<file path="config.mk">
export PLATFORM = sky130hd
export DESIGN_NAME = noise_frame_scheduler
export DESIGN_NICKNAME = d
export VERILOG_FILES = /design/src/rtl/noise_frame_scheduler.sv
export SDC_FILE = /design/constraint.sdc
export NUM_CORES = 1
export LEC_CHECK = 0
export CAP_MARGIN = 0
export CORE_MARGIN = 8
export CORE_UTILIZATION = 60
export CTS_BUF_LIST = sky130_fd_sc_hd__clkbuf_4
export CTS_CLUSTER_SIZE = 28
export DETAILED_ROUTE_END_ITERATION = 8
export GPL_TIMING_DRIVEN = 0
export PLACE_DENSITY = 0.84
export SLEW_MARGIN = 20
export SYNTH_ARGS = -nofsm -noshare
export SYNTH_HDL_FRONTEND = slang
export SYNTH_SLANG_ARGS = --single-unit
</file>
<file path="constraint.sdc">
create_clock -name clk -period 4.9 [get_ports clk]
set_input_delay 1.47 -clock clk [delete_from_list [all_inputs] [get_ports clk]]
set_output_delay 1.47 -clock clk [all_outputs]
set_load 0.02 [all_outputs]
</file>
<file path="src/rtl/noise_frame_scheduler.sv">
// Raster scheduler for the fixed-latency noise core, plus its small result FIFO.

// Result FIFO with the head entry always visible (first-word-fall-through).
// Latency: a push is visible at the head on the next cycle.
// Backpressure: count reports occupancy. Push and pop together are allowed when full.
module noise_fifo #(
  parameter int WIDTH = 8,
  parameter int DEPTH = 4
) (
  input  logic                       clk,
  input  logic                       rst_n,
  input  logic                       push,
  input  logic [WIDTH-1:0]           push_dat,
  input  logic                       pop,
  output logic [WIDTH-1:0]           head_dat,
  output logic [$clog2(DEPTH+1)-1:0] count
);
  localparam int AW = (DEPTH > 1) ? $clog2(DEPTH) : 1;
  localparam int CW = $clog2(DEPTH+1);

  logic [WIDTH-1:0] mem [DEPTH];
  logic [AW-1:0]    rd_ptr;
  logic [AW-1:0]    wr_ptr;
  logic             do_push;
  logic             do_pop;

  function automatic logic [AW-1:0] bump(input logic [AW-1:0] p);
    return (p == AW'(DEPTH-1)) ? '0 : p + 1'b1;
  endfunction

  assign do_pop   = pop && (count != '0);
  assign do_push  = push && ((count != CW'(DEPTH)) || do_pop);
  assign head_dat = mem[rd_ptr];

  always_ff @(posedge clk or negedge rst_n) begin
    if (!rst_n) begin
      rd_ptr <= '0;
      wr_ptr <= '0;
      count  <= '0;
    end else begin
      if (do_push) wr_ptr <= bump(wr_ptr);
      if (do_pop)  rd_ptr <= bump(rd_ptr);
      count <= count + CW'(do_push) - CW'(do_pop);
    end
  end

  always_ff @(posedge clk) begin
    if (do_push) mem[wr_ptr] <= push_dat;
  end
endmodule

// Issues (x,y,t) in raster order, tags in-flight samples and buffers core results.
// Latency: a coordinate reaches the out stream LATENCY+1 cycles after it is presented.
// Backpressure: issue stalls on FIFO credit, because the noise core cannot be stalled.
module noise_frame_scheduler #(
  parameter int H_ACTIVE   = 640,
  parameter int V_ACTIVE   = 480,
  parameter int LATENCY    = 3,
  parameter int FIFO_DEPTH = 4
) (
  input  logic        clk,
  input  logic        rst_n,
  input  logic        start,
  input  logic        pause,
  input  logic [3:0]  speed,
  input  logic        t_load,
  input  logic [15:0] t_load_val,
  output logic [9:0]  noise_x,
  output logic [9:0]  noise_y,
  output logic [15:0] noise_t,
  input  logic [7:0]  noise_in,
  output logic        out_valid,
  input  logic        out_ready,
  output logic [7:0]  out_data,
  output logic [9:0]  out_x,
  output logic [9:0]  out_y,
  output logic        out_last,
  output logic        busy,
  output logic        frame_done
);
  typedef enum logic [1:0] {IDLE, ISSUE, DRAIN} state_t;

  typedef struct packed {
    logic       vld;
    logic       last;
    logic [9:0] x;
    logic [9:0] y;
  } tag_t;

  typedef struct packed {
    logic       last;
    logic [9:0] x;
    logic [9:0] y;
    logic [7:0] data;
  } sample_t;

  localparam int         FCW    = $clog2(FIFO_DEPTH+1);
  localparam int         CW     = $clog2(FIFO_DEPTH+LATENCY+1) + 1;
  localparam logic [9:0] X_LAST = 10'(H_ACTIVE-1);
  localparam logic [9:0] Y_LAST = 10'(V_ACTIVE-1);

  state_t         state;
  logic [15:0]    t_reg;
  tag_t           pipe [LATENCY];
  tag_t           next_tag;
  sample_t        push_sample;
  sample_t        head;
  logic [FCW-1:0] fifo_count;
  logic [CW-1:0]  inflight;
  logic           pop;
  logic           issue;
  logic           at_last;
  logic           last_pop;

  assign out_valid  = (fifo_count != '0);
  assign pop        = out_valid && out_ready;
  assign last_pop   = pop && head.last && (state == DRAIN);
  assign frame_done = last_pop;
  assign at_last    = (noise_x == X_LAST) && (noise_y == Y_LAST);

  // Head fields read as zero when the FIFO is empty so reset leaves every output at 0.
  assign out_data = out_valid ? head.data : '0;
  assign out_x    = out_valid ? head.x    : '0;
  assign out_y    = out_valid ? head.y    : '0;
  assign out_last = out_valid && head.last;

  always_comb begin
    inflight = '0;
    for (int i = 0; i < LATENCY; i++) begin
      inflight = inflight + CW'(pipe[i].vld);
    end
  end

  // A pop this cycle frees its slot at once, which keeps one issue per cycle with LATENCY+1 entries.
  assign issue = (state == ISSUE) &&
                 ((inflight + CW'(fifo_count) - CW'(pop)) < CW'(FIFO_DEPTH));

  always_comb begin
    next_tag      = '0;
    next_tag.vld  = issue;
    next_tag.last = at_last;
    next_tag.x    = noise_x;
    next_tag.y    = noise_y;
  end

  always_ff @(posedge clk or negedge rst_n) begin
    if (!rst_n) begin
      for (int i = 0; i < LATENCY; i++) pipe[i] <= '0;
    end else begin
      pipe[0] <= next_tag;
      for (int i = 1; i < LATENCY; i++) pipe[i] <= pipe[i-1];
    end
  end

  always_comb begin
    push_sample      = '0;
    push_sample.last = pipe[LATENCY-1].last;
    push_sample.x    = pipe[LATENCY-1].x;
    push_sample.y    = pipe[LATENCY-1].y;
    push_sample.data = noise_in;
  end

  noise_fifo #(
    .WIDTH ($bits(sample_t)),
    .DEPTH (FIFO_DEPTH)
  ) u_fifo (
    .clk      (clk),
    .rst_n    (rst_n),
    .push     (pipe[LATENCY-1].vld),
    .push_dat (push_sample),
    .pop      (pop),
    .head_dat (head),
    .count    (fifo_count)
  );

  // noise_x/noise_y double as the raster cursor. The last coordinate is never stepped past, so it persists in IDLE.
  always_ff @(posedge clk or negedge rst_n) begin
    if (!rst_n) begin
      state   <= IDLE;
      noise_x <= '0;
      noise_y <= '0;
      noise_t <= '0;
      t_reg   <= '0;
      busy    <= 1'b0;
    end else begin
      if (t_load) begin
        t_reg <= t_load_val;
      end else if (last_pop && !pause) begin
        t_reg <= t_reg + 16'(speed);
      end

      case (state)
        IDLE: begin
          if (start) begin
            state   <= ISSUE;
            noise_t <= t_reg;
            noise_x <= '0;
            noise_y <= '0;
            busy    <= 1'b1;
          end
        end
        ISSUE: begin
          if (issue) begin
            if (at_last) begin
              state <= DRAIN;
            end else if (noise_x == X_LAST) begin
              noise_x <= '0;
              noise_y <= noise_y + 10'd1;
            end else begin
              noise_x <= noise_x + 10'd1;
            end
          end
        end
        DRAIN: begin
          if (last_pop) begin
            state <= IDLE;
            busy  <= 1'b0;
          end
        end
        default: state <= IDLE;
      endcase
    end
  end
endmodule
</file>
==> flow_summary.toml <==
[timing]
timing.hold.ws_ns = 0.339
slew_violations = 0
period_needed_ns = 4.68
finalHoldViolCount = 0
rsz0062_at_grt = "false"
tightestPinTransition_ns = 0.897
finClkSkew_ns = 0.0311
max_freq_mhz = 214
max_slew_margin_pct = 40.0
setup_violations = 0
final.period_utilization_pct = 95.5

[worst_setup_path]
cp.arrival_ns = 3.21
worstPathCellList = "buf_1 -> clkbuf_1 -> mux4_2 -> and2_1 -> clkdlybuf4s50_1"
cpPeakStageDelay_ns = 0.54
worstPathRequired_ns = 3.43
critPathMaxFanout = 10
critPathSlowestCell = "clkdlybuf4s50_1"
worstSetupStartpointType = "flop"
critPathCaptureType = "output port"
crit_family = "buffers and inverters"
crit_type = "flop to output port"
worst-path-buf-inv = 3

[logic_synthesis]
syn_area_per_cell_um2 = 16.1
synth_area_leaders = "edfxtp_1 (36%), dfrtp_1 (33%), mux4_2 (6.8%)"
synth_ff_type = "dfrtp_1"
synth_edf_count = 116
synth.area.mux_share_pct = 10.2
yosysSeqAreaShare_pct = 69.8
synth_top_family_by_area = "multiplexers"
synth_cell_types = 52
netlist_area_mm2 = 0.00958
yosys.area.top_type_share_pct = 36.4
yosys.area_share.simple_pct = 8.01
syn-num-nets = 651
synth-adder-area-share_pct = 2.98
synthCells = 596
yosysWarningCount = 0
async_flop_share_pct = 52.5
synth_top_area_cell = "edfxtp_1"
synthXorXnorAreaFrac_pct = 1.37
synth_seq_cells = 244
synth_compound_gate_area_share_pct = 5.94

[floorplanning]
core.rowCount = 46
start_util_pct = 60.8
io_pins = 102
core_area_mm2 = 0.0158
die_height_um = 142
die_w_um = 142
dieArea_mm2 = 0.0203

[grt]
grt_pass1_wl_um = 31000
grt-ovfl-total = 0
grt_pass1_vias = 6129
antenna_found_initial = 1
grt_max_degree = 82
grt_use_total_pct = 19.5

[route]
dr.first_iter.drc_count = 299
vias_per_cell = 5.60
drt-total-wl_um = 19000
ant_nets = 0
dr.pass1.iters = 5
drc = 0
post_drt_wl_per_cell_um = 18.5
via_count = 5735

[placement]
gp_congestion = 0.842
dp_hpwl_um = 13100
dp.cells = 917
portBuffers = 100

[run_status]
outcome = "finished clean"

[clock_tree]
insertion_delay_ns = 0.65
postCtsHoldBufs = 0
root_buffer = "clkbuf_4"
cts.clk_slew.worst_paths_ns = 0.07
cts.sinks = 244
htree_levels = 2
cts_tree = "done"
cts_buffers = 57
cts.path.max_buffers = 3

[layout]
drive_gt1_share_pct = 21.2
largest_reg_flops = 116
top_regs = "u_fifo.mem: 116 flops, pipe: 66 flops"
fillCellCount = 982
max_flop_register = "u_fifo.mem"
area_growth_pct = 22.4
final_cells = 1025
layout.nets = 814

[pwr]
power_uw = 6410
ir_drop_mv = 0.279
powerDensity_mw_per_mm2 = 547
leakagePower_uw = 0.00463

[min_path]
hold_path_class = "flop to flop"

[run]
drv_cap = 0
-- worst register-to-register path, stage by stage (launching register included) --
cell and delay (ns):
dfrtp_1 0.45, o31a_1 0.35, ha_1 0.29, inv_1 0.05, fa_1 0.36, ha_1 0.28
a31o_2 0.26, nor4_2 0.29, nor2_1 0.18, inv_2 0.20, nand2_1 0.20, o31ai_1 0.32
-- cells by family (layout without fill, tap and decap cells) --
| family | after synthesis | count (layout) |
|---|---|---|
| adder cells (fa/ha/maj) | 21 | 21 |
| XOR/XNOR | 15 | 15 |
| AO/OA/AOI/OAI | 86 | 86 |
| AND/OR/NAND/NOR | 129 | 129 |
| buffers and inverters | 43 | 255 |
| other | 0 | 1 |
| multiplexers | 58 | 58 |
| flip-flops | 244 | 244 |
-- where the power goes --
| group | total [uW] | internal [uW] | switching (uW) |
|---|---|---|---|
| combinational | 2160 | 1010 | 1160 |
| sequential | 2700 | 2510 | 194 |
| clock | 1550 | 798 | 748 |
| total | 6410 | 4310 | 2100 |
-- through the flow --
step / worst slack (ns) / TNS, ns / util (%) / cell area (um2)
final: 0.223 / 0 / 74.4 / 11700
after global routing: 0.0240 / 0 / 74.4 / 11700
after CTS: 0.158 / 0 / 74.3 / 11700
after detailed placement: -0.533 / -0.533 / 69.7 / 11000
after global placement: -2.35 / -299.46 / 68.8 / 10900
after floorplan: 0.883 / 0 / - / 9580
-- layout make-up --
cell class / instances / area [um2] / share of cell area, %
clock buffer: 85 / 638 / 5.44
tap: 216 / 270 / 2.30
inverter: 22 / 82.6 / 0.704
sequential: 244 / 6690 / 57.0
timing repair buffer: 105 / 1140 / 9.71
antenna: 1 / 2.50 / 0.0213
clock inverter: 23 / 88.8 / 0.758
multi-input combinational: 309 / 2740 / 23.3
buffer: 20 / 81.3 / 0.694
-- worst paths after layout --
| kind | startpoint | endpoint | slack, ns | cells past startpoint |
|---|---|---|---|---|
| worst max register to register | u_fifo.count[1] | noise_y[9] | 1.57 | 11 |
| worst max-delay path | u_fifo.rd_ptr[1] | out_y[2] | 0.22 | 5 |
| worst min register to register | pipe[23] | pipe[1] | 0.34 | 0 |
| max in group asynchronous | rst_n | pipe[26] | 3.37 | 2 |
| worst min-delay path | pipe[23] | pipe[1] | 0.34 | 0 |
| min in group asynchronous | rst_n | noise_x[1] | 0.75 | 1 |
-- synth_stat cells, drive strengths merged, types with 2 or more instances --
cell type	count
dfrtp	128
edfxtp	116
and2	35
mux4	29
o21ai	28
nand2	26
mux2	24
inv	22
ha	18
nand3	15
a31oi	12
nor2	12
clkbuf	11
and3	10
buf	10
a21oi	8
xnor2	8
o31a	7
xor2	7
a211oi	6
nor3	6
nor3b	6
mux2i	5
nand4	5
o31ai	5
nor2b	4
o21a	4
a21o	3
fa	3
o22a	3
and4	2
nand2b	2
nor4	2
nor4b	2
o211ai	2
o41ai	2
-- cell usage in the layout, fill, tap and decap left out, types with 4 or more instances in the layout --
cell type and n:
buf_16 5, nor2b_1 4, mux2i_1 5, a211oi_1 6
o31ai_1 5, o21ai_0 25, o21a_1 4, clkbuf_4 85
clkdlybuf4s50_1 98, nor3_1 5, xor2_1 7, clkinv_1 20
mux2_2 24, and2_1 31, edfxtp_1 116, xnor2_1 8
nand3_1 14, nand4_1 4, and3_1 10, dfrtp_1 128
and2_2 4, ha_1 18, buf_2 5, nand2_1 26
buf_1 5, nor2_1 12, clkbuf_1 10, inv_1 21
a31oi_1 12, mux4_2 29, a21oi_1 7, o31a_1 6
-- layer usage --
metal	wire (um)	vias up	global-route usage, %
li1	-	2598	-
met1	7660	2911	23.5
met2	9600	201	32.3
met3	1450	25	6.47
met4	244	0	7.05
met5	0	-	0
-- repair_timing --
action / 4_1_cts / 5_1_grt
setup endpoints to repair: 1 / 0
gates resized for setup: 3 / 0
buffers inserted: 0 / 0
Note: power is estimated with default switching activity, not from simulation.
